### src/rtl/ctrl_pkg.sv
// Shared encodings for the multicycle RV32I control unit: FSM states,
// ALU operation codes, opcodes and datapath mux selects.
package ctrl_pkg;

  typedef enum logic [3:0] {
    FETCH, DECODE, MEMADR, MEMREAD, MEMWB, MEMWRITE, EXECR, EXECI,
    ALUWB, BRANCH, JAL, JALR, LUI, AUIPC, TRAP
  } state_t;

  // Which family of ALU operation the current state asks for
  typedef enum logic [1:0] {
    CLS_ADD, CLS_EXECR, CLS_EXECI, CLS_BRANCH
  } alu_class_t;

  localparam logic [3:0] ALU_AND  = 4'b0000;
  localparam logic [3:0] ALU_OR   = 4'b0001;
  localparam logic [3:0] ALU_ADD  = 4'b0010;
  localparam logic [3:0] ALU_SUB  = 4'b0110;
  localparam logic [3:0] ALU_SLT  = 4'b0111;
  localparam logic [3:0] ALU_SLTU = 4'b1111;
  localparam logic [3:0] ALU_XOR  = 4'b1010;
  localparam logic [3:0] ALU_SLL  = 4'b1000;
  localparam logic [3:0] ALU_SRL  = 4'b1001;
  localparam logic [3:0] ALU_SRA  = 4'b0011;

  localparam logic [6:0] OP_LOAD   = 7'b0000011;
  localparam logic [6:0] OP_STORE  = 7'b0100011;
  localparam logic [6:0] OP_RTYPE  = 7'b0110011;
  localparam logic [6:0] OP_ITYPE  = 7'b0010011;
  localparam logic [6:0] OP_BRANCH = 7'b1100011;
  localparam logic [6:0] OP_JAL    = 7'b1101111;
  localparam logic [6:0] OP_JALR   = 7'b1100111;
  localparam logic [6:0] OP_LUI    = 7'b0110111;
  localparam logic [6:0] OP_AUIPC  = 7'b0010111;

  localparam logic [1:0] SRCA_PC    = 2'b00;
  localparam logic [1:0] SRCA_OLDPC = 2'b01;
  localparam logic [1:0] SRCA_RS1   = 2'b10;
  localparam logic [1:0] SRCA_ZERO  = 2'b11;

  localparam logic [1:0] SRCB_RS2  = 2'b00;
  localparam logic [1:0] SRCB_IMM  = 2'b01;
  localparam logic [1:0] SRCB_FOUR = 2'b10;

  localparam logic [1:0] RES_ALUOUT  = 2'b00;
  localparam logic [1:0] RES_MEMDATA = 2'b01;
  localparam logic [1:0] RES_ALU     = 2'b10;

  localparam logic [2:0] IMM_I = 3'b000;
  localparam logic [2:0] IMM_S = 3'b001;
  localparam logic [2:0] IMM_B = 3'b010;
  localparam logic [2:0] IMM_J = 3'b011;
  localparam logic [2:0] IMM_U = 3'b100;

  // Branch decision from the compare result; funct3 010/011 never branch
  function automatic logic branch_taken(input logic [2:0] funct3, input logic zero);
    case (funct3)
      3'b000, 3'b101, 3'b111: branch_taken = zero;
      3'b001, 3'b100, 3'b110: branch_taken = ~zero;
      default:                branch_taken = 1'b0;
    endcase
  endfunction

endpackage

### src/rtl/alu_op_decode.sv
// Maps the requested operation class plus funct3/funct7b5 onto the ALU code.
module alu_op_decode
  import ctrl_pkg::*;
(
  input  alu_class_t  cls,
  input  logic [2:0]  funct3,
  input  logic        funct7b5,
  output logic [3:0]  alu_control
);

  // Combinational operation select; plain address/link arithmetic is ADD
  always_comb begin
    alu_control = ALU_ADD;
    case (cls)
      CLS_EXECR, CLS_EXECI: begin
        case (funct3)
          3'b000:  alu_control = (cls == CLS_EXECR && funct7b5) ? ALU_SUB : ALU_ADD;
          3'b001:  alu_control = ALU_SLL;
          3'b010:  alu_control = ALU_SLT;
          3'b011:  alu_control = ALU_SLTU;
          3'b100:  alu_control = ALU_XOR;
          3'b101:  alu_control = funct7b5 ? ALU_SRA : ALU_SRL;
          3'b110:  alu_control = ALU_OR;
          default: alu_control = ALU_AND;
        endcase
      end
      CLS_BRANCH: begin
        case (funct3)
          3'b100, 3'b101: alu_control = ALU_SLT;
          3'b110, 3'b111: alu_control = ALU_SLTU;
          default:        alu_control = ALU_SUB;
        endcase
      end
      default: alu_control = ALU_ADD;
    endcase
  end

endmodule

### src/rtl/alu_control_fsm.sv
// Multicycle RV32I control FSM: sequences fetch/decode/execute/memory/
// writeback and issues every datapath enable and mux select.
module alu_control_fsm
  import ctrl_pkg::*;
#(
  parameter bit RESET_TRAP = 1'b0
)(
  input  logic       clk,
  input  logic       reset,
  input  logic [6:0] op,
  input  logic [2:0] funct3,
  input  logic       funct7b5,
  input  logic       zero,
  input  logic       mem_ready,
  output logic       mem_req,
  output logic       mem_write,
  output logic       adr_src,
  output logic       ir_write,
  output logic       pc_write,
  output logic       reg_write,
  output logic [1:0] alu_src_a,
  output logic [1:0] alu_src_b,
  output logic [1:0] result_src,
  output logic [2:0] imm_src,
  output logic [3:0] alu_control,
  output logic       illegal
);

  state_t     state, state_nxt;
  logic       jalr_ph, jalr_ph_nxt;
  alu_class_t alu_cls;

  alu_op_decode u_alu_op_decode (
    .cls         (alu_cls),
    .funct3      (funct3),
    .funct7b5    (funct7b5),
    .alu_control (alu_control)
  );

  // State register plus the JALR phase flag
  always_ff @(posedge clk) begin
    if (reset) begin
      state   <= FETCH;
      jalr_ph <= 1'b0;
    end else begin
      state   <= state_nxt;
      jalr_ph <= jalr_ph_nxt;
    end
  end

  // Next-state and output decode; reset overrides every enable
  always_comb begin
    state_nxt   = state;
    jalr_ph_nxt = jalr_ph;
    mem_req     = 1'b0;
    mem_write   = 1'b0;
    adr_src     = 1'b0;
    ir_write    = 1'b0;
    pc_write    = 1'b0;
    reg_write   = 1'b0;
    illegal     = 1'b0;
    alu_src_a   = SRCA_PC;
    alu_src_b   = SRCB_RS2;
    result_src  = RES_ALUOUT;
    imm_src     = IMM_I;
    alu_cls     = CLS_ADD;
    case (state)
      FETCH: begin
        mem_req    = 1'b1;
        alu_src_b  = SRCB_FOUR;
        result_src = RES_ALU;
        if (mem_ready) begin
          ir_write  = 1'b1;
          pc_write  = 1'b1;
          state_nxt = DECODE;
        end
      end
      DECODE: begin
        alu_src_a = SRCA_OLDPC;
        alu_src_b = SRCB_IMM;
        imm_src   = IMM_B;
        case (op)
          OP_LOAD, OP_STORE: state_nxt = MEMADR;
          OP_RTYPE:          state_nxt = EXECR;
          OP_ITYPE:          state_nxt = EXECI;
          OP_BRANCH:         state_nxt = BRANCH;
          OP_JAL:            state_nxt = JAL;
          OP_JALR:           state_nxt = JALR;
          OP_LUI:            state_nxt = LUI;
          OP_AUIPC:          state_nxt = AUIPC;
          default:           state_nxt = TRAP;
        endcase
      end
      MEMADR: begin
        alu_src_a = SRCA_RS1;
        alu_src_b = SRCB_IMM;
        if (op == OP_LOAD) begin
          imm_src   = IMM_I;
          state_nxt = MEMREAD;
        end else begin
          imm_src   = IMM_S;
          state_nxt = MEMWRITE;
        end
      end
      MEMREAD: begin
        mem_req = 1'b1;
        adr_src = 1'b1;
        if (mem_ready) state_nxt = MEMWB;
      end
      MEMWB: begin
        result_src = RES_MEMDATA;
        reg_write  = 1'b1;
        state_nxt  = FETCH;
      end
      MEMWRITE: begin
        mem_req   = 1'b1;
        mem_write = 1'b1;
        adr_src   = 1'b1;
        if (mem_ready) state_nxt = FETCH;
      end
      EXECR: begin
        alu_src_a = SRCA_RS1;
        alu_src_b = SRCB_RS2;
        alu_cls   = CLS_EXECR;
        state_nxt = ALUWB;
      end
      EXECI: begin
        alu_src_a = SRCA_RS1;
        alu_src_b = SRCB_IMM;
        imm_src   = IMM_I;
        alu_cls   = CLS_EXECI;
        state_nxt = ALUWB;
      end
      ALUWB: begin
        result_src = RES_ALUOUT;
        reg_write  = 1'b1;
        state_nxt  = FETCH;
      end
      BRANCH: begin
        alu_src_a  = SRCA_RS1;
        alu_src_b  = SRCB_RS2;
        result_src = RES_ALUOUT;
        imm_src    = IMM_B;
        alu_cls    = CLS_BRANCH;
        pc_write   = branch_taken(funct3, zero);
        state_nxt  = FETCH;
      end
      JAL: begin
        alu_src_a  = SRCA_OLDPC;
        alu_src_b  = SRCB_FOUR;
        result_src = RES_ALUOUT;
        imm_src    = IMM_J;
        pc_write   = 1'b1;
        state_nxt  = ALUWB;
      end
      JALR: begin
        if (!jalr_ph) begin
          // First phase parks rs1+imm in the ALU output register
          alu_src_a   = SRCA_RS1;
          alu_src_b   = SRCB_IMM;
          imm_src     = IMM_I;
          jalr_ph_nxt = 1'b1;
        end else begin
          // Second phase jumps to the parked target and forms the link
          alu_src_a   = SRCA_OLDPC;
          alu_src_b   = SRCB_FOUR;
          result_src  = RES_ALUOUT;
          pc_write    = 1'b1;
          jalr_ph_nxt = 1'b0;
          state_nxt   = ALUWB;
        end
      end
      LUI: begin
        alu_src_a = SRCA_ZERO;
        alu_src_b = SRCB_IMM;
        imm_src   = IMM_U;
        state_nxt = ALUWB;
      end
      AUIPC: begin
        alu_src_a = SRCA_OLDPC;
        alu_src_b = SRCB_IMM;
        imm_src   = IMM_U;
        state_nxt = ALUWB;
      end
      TRAP: begin
        illegal = 1'b1;
        if (!RESET_TRAP) state_nxt = FETCH;
      end
      default: state_nxt = FETCH;
    endcase
    if (reset) begin
      mem_req   = 1'b0;
      mem_write = 1'b0;
      ir_write  = 1'b0;
      pc_write  = 1'b0;
      reg_write = 1'b0;
      illegal   = 1'b0;
    end
  end

endmodule
### config.mk
export PLATFORM = sky130hd
export DESIGN_NAME = alu_control_fsm
export DESIGN_NICKNAME = d
export VERILOG_FILES = /design/src/rtl/ctrl_pkg.sv /design/src/rtl/alu_op_decode.sv /design/src/rtl/alu_control_fsm.sv
export SDC_FILE = /design/constraint.sdc
export NUM_CORES = 1
export LEC_CHECK = 0
export ABC_AREA = 1
export ABC_CLOCK_PERIOD_IN_PS = 2800
export CAP_MARGIN = 30
export CORE_MARGIN = 2
export CORE_UTILIZATION = 45
export DETAILED_ROUTE_END_ITERATION = 10
export DONT_BUFFER_PORTS = 1
export SLEW_MARGIN = 10
export SYNTH_ARGS = -nofsm -noshare
export SYNTH_HDL_FRONTEND = slang
export SYNTH_SLANG_ARGS = --single-unit
### constraint.sdc
create_clock -name clk -period 2.8 [get_ports clk]
set_input_delay 0.42 -clock clk [delete_from_list [all_inputs] [get_ports clk]]
set_output_delay 0.42 -clock clk [all_outputs]
set_load 0.02 [all_outputs]
==> summary.txt <==
WL final -> 2.08 mm
Power per cell area -> 868 nW/um2
CTS tree -> built
Setup ws final -> 0.189 ns
Num CTS Buffers -> 3
Max_cap viols -> 0
Power, Total -> 0.000781 W
Io pins -> 35
Most common flop cell mapped by yosys -> dfxtp_1
Initial Utilization -> 48.0%
Via-per-instance ratio -> 5.15
Hold Slack -> 0.244 ns
Total Neg Setup Slack -> 0 ns
Run status -> finished, final reports clean
Sink Count -> 5
CP Launch Type -> flop
Clk slew on worst S/H paths -> 0.04 ns
Worst-margin pin slew -> 0.723 ns
Vias -> 907
Most instantiated cells after synthesis -> nand2_1, inv_1, nor2_1
Final period util -> 93.3%
Clk_lat worst skew -> 0.24 ns
Maximum vdd drop -> 0.000498 V
Final hold vios -> 0
Pre-CTS setup slack -> 0.315 ns
Mapped Cells -> 149
Synth cell types -> 30
GPL Wtd Cong -> 0.950
Dpl hpwl -> 1.76 mm
Clk buf depth -> 2
IO Port Bufs -> 0
Fin crit period -> 2.61 ns
Synth Register Bits -> 5
1st-pass router iterations -> 4
Largest cells by area after synthesis -> nand2_1, dfxtp_1, inv_1
Relative slew slack -> 51.5%
Worst hold path type -> in -> reg
Combinational Power Share -> 73.2%
Root buffer cell -> clkbuf_4
Largest net degree at the start of global routing -> 12
First-pass GRT wire length -> 3.09 mm
Max Fclk -> 383 MHz
Syn avg cell area -> 5.63 um2
Core footprint -> 1750 um2
Crit path buffers/inverters -> 2
Leakage -> 0.430 nW
Synth async-reset ratio -> 0%
Number of cell rows -> 15
Total GRT Usage -> 19.8%
Setup crit end kind -> output pin
Post-Syn Area -> 838 um2
Switch Pwr -> 0.000487 W
Setup violators final -> 0
Sequential fraction of the synthesis area -> 11.9%
Drt wl/cell -> 11.8 um
Chip height -> 47.2 um
Slowest-stage cell, CP -> dfxtp_1
Ys Warns -> 0
Number of flops mapped to enable cells by yosys -> 0
Max-slew violation count -> 0
Pint -> 0.000294 W
Layout cells sized above 1 -> 20.5%
WS Path Type -> reg -> out
Max Fanout on Critical Path -> 6
Die W -> 47.2 um
Sw Share -> 62.3%
Cell family with most CP delay -> compound AO/OA/AOI/OAI gates
CP Data Required Time -> 2.38 ns
Largest area contributor in the netlist -> nand2_1
Reg power frac -> 16.4%
Drt first-iter violations -> 10
Synth top area share -> 14.8%
Synth-to-layout area growth -> 7.31%
Clock network power share -> 10.4%
Vias in the first global route -> 803
Full die area -> 2220 um2
R2r setup slk -> 1.42 ns
Crit path arrival time -> 2.19 ns
ANT nets after route -> 0
Synth Net Count -> 167
Crit path cell chain -> inv_1 > nor2_2 > inv_1 > nor2_1 > nor2_1 > ha_1 > a2111oi_1 > o21ba_2
Max Clock Skew -> 0.00184 ns
RSZ-0062 raised after global routing -> false
GR Overflow Total -> 0
Most frequent cell after synthesis -> nand2_1
NumNets Final -> 170
Crit-path max cell delay -> 0.42 ns
# H-tree levels -> 1
Initial antenna violation count -> 0
Diodes inserted -> 0
Drt drc -> 0
## stage by stage
step / util, % / cell area [um2] / instances
after CTS: 50.9 / 888 / 176
after detailed placement: 49.4 / 862 / 172
after global placement: 49.4 / 862 / 172
final: 51.5 / 900 / 176
after floorplan: - / 838 / 149
after global routing: 51.5 / 900 / 176
## cell usage in the layout (no fill, tap or decap)
cell	n
nor3_1	1
o2111ai_1	1
a21oi_1	6
nand2_2	3
a31oi_1	2
a211oi_1	1
nor2_4	3
a2111oi_1	1
clkbuf_4	3
a21oi_4	1
dfxtp_1	5
clkbuf_1	1
o21bai_1	1
inv_2	5
inv_4	2
o21ai_1	2
o21ai_0	4
inv_1	25
nor2_1	20
a21oi_2	5
nor4_1	1
nand3_2	2
o221ai_1	2
a41oi_1	1
nor2_2	6
o211ai_1	1
nand3_1	8
ha_1	3
a211o_1	1
o21ba_2	1
nand2_1	33
## what timing repair did
action / 4_1_cts / 5_1_grt
setup endpoints to repair: 0 / 3
hold buffers: 0 / 0
resized for setup: 0 / 4
buffers inserted: 0 / 0
endpoints found under the hold margin: 0 / 0
## area by class of cell
cell class / count / area (um2)
Sequential cell: 5 / 100
Inverter: 32 / 125
Tap cell: 25 / 31.3
Fill cell: 200 / 846
Multi-Input combinational cell: 110 / 617
Clock buffer: 4 / 26.3
## sequential cells by signal, summed over array words and instances, names as in the netlist
name,cells
state,4
jalr_ph,1
## routing by layer
metal  GRT usage (%)  share of wire, %  vias up
li1                -                 -      482
met1            23.4                44      394
met2            33.2                49       27
met3            3.46               5.7        4
met4            11.7               1.4        0
met5               0                 0        -
## power by group through the flow
stage / clock [W] / sequential (W) / combinational [W]
2_1_floorplan: 0 / 0.000124 / 0.000498
6_report: 0.0000814 / 0.000128 / 0.000572
3_3_place_gp: 0 / 0.000128 / 0.000571
4_1_cts: 0.0000860 / 0.000128 / 0.000571
3_5_place_dp: 0 / 0.000129 / 0.000569
5_1_grt: 0.0000874 / 0.000134 / 0.000633
## path summary, 6_finish.rpt
check	from	end	cells after the start
worst min-delay path	reset	state[2]	1
worst min register to register	jalr_ph	jalr_ph	2
worst max-delay path	state[2]	alu_control[2]	8
worst max register to register	state[2]	state[3]	4
## logic make-up after synthesis
family | after synthesis | share of synthesized area (%)
simple gates | 77 | 42.7
buf+inv | 34 | 15.8
compound gates | 30 | 25.1
flops | 5 | 11.9
fa+ha+maj | 3 | 4.48
Note: power is estimated with default switching activity, not from simulation.
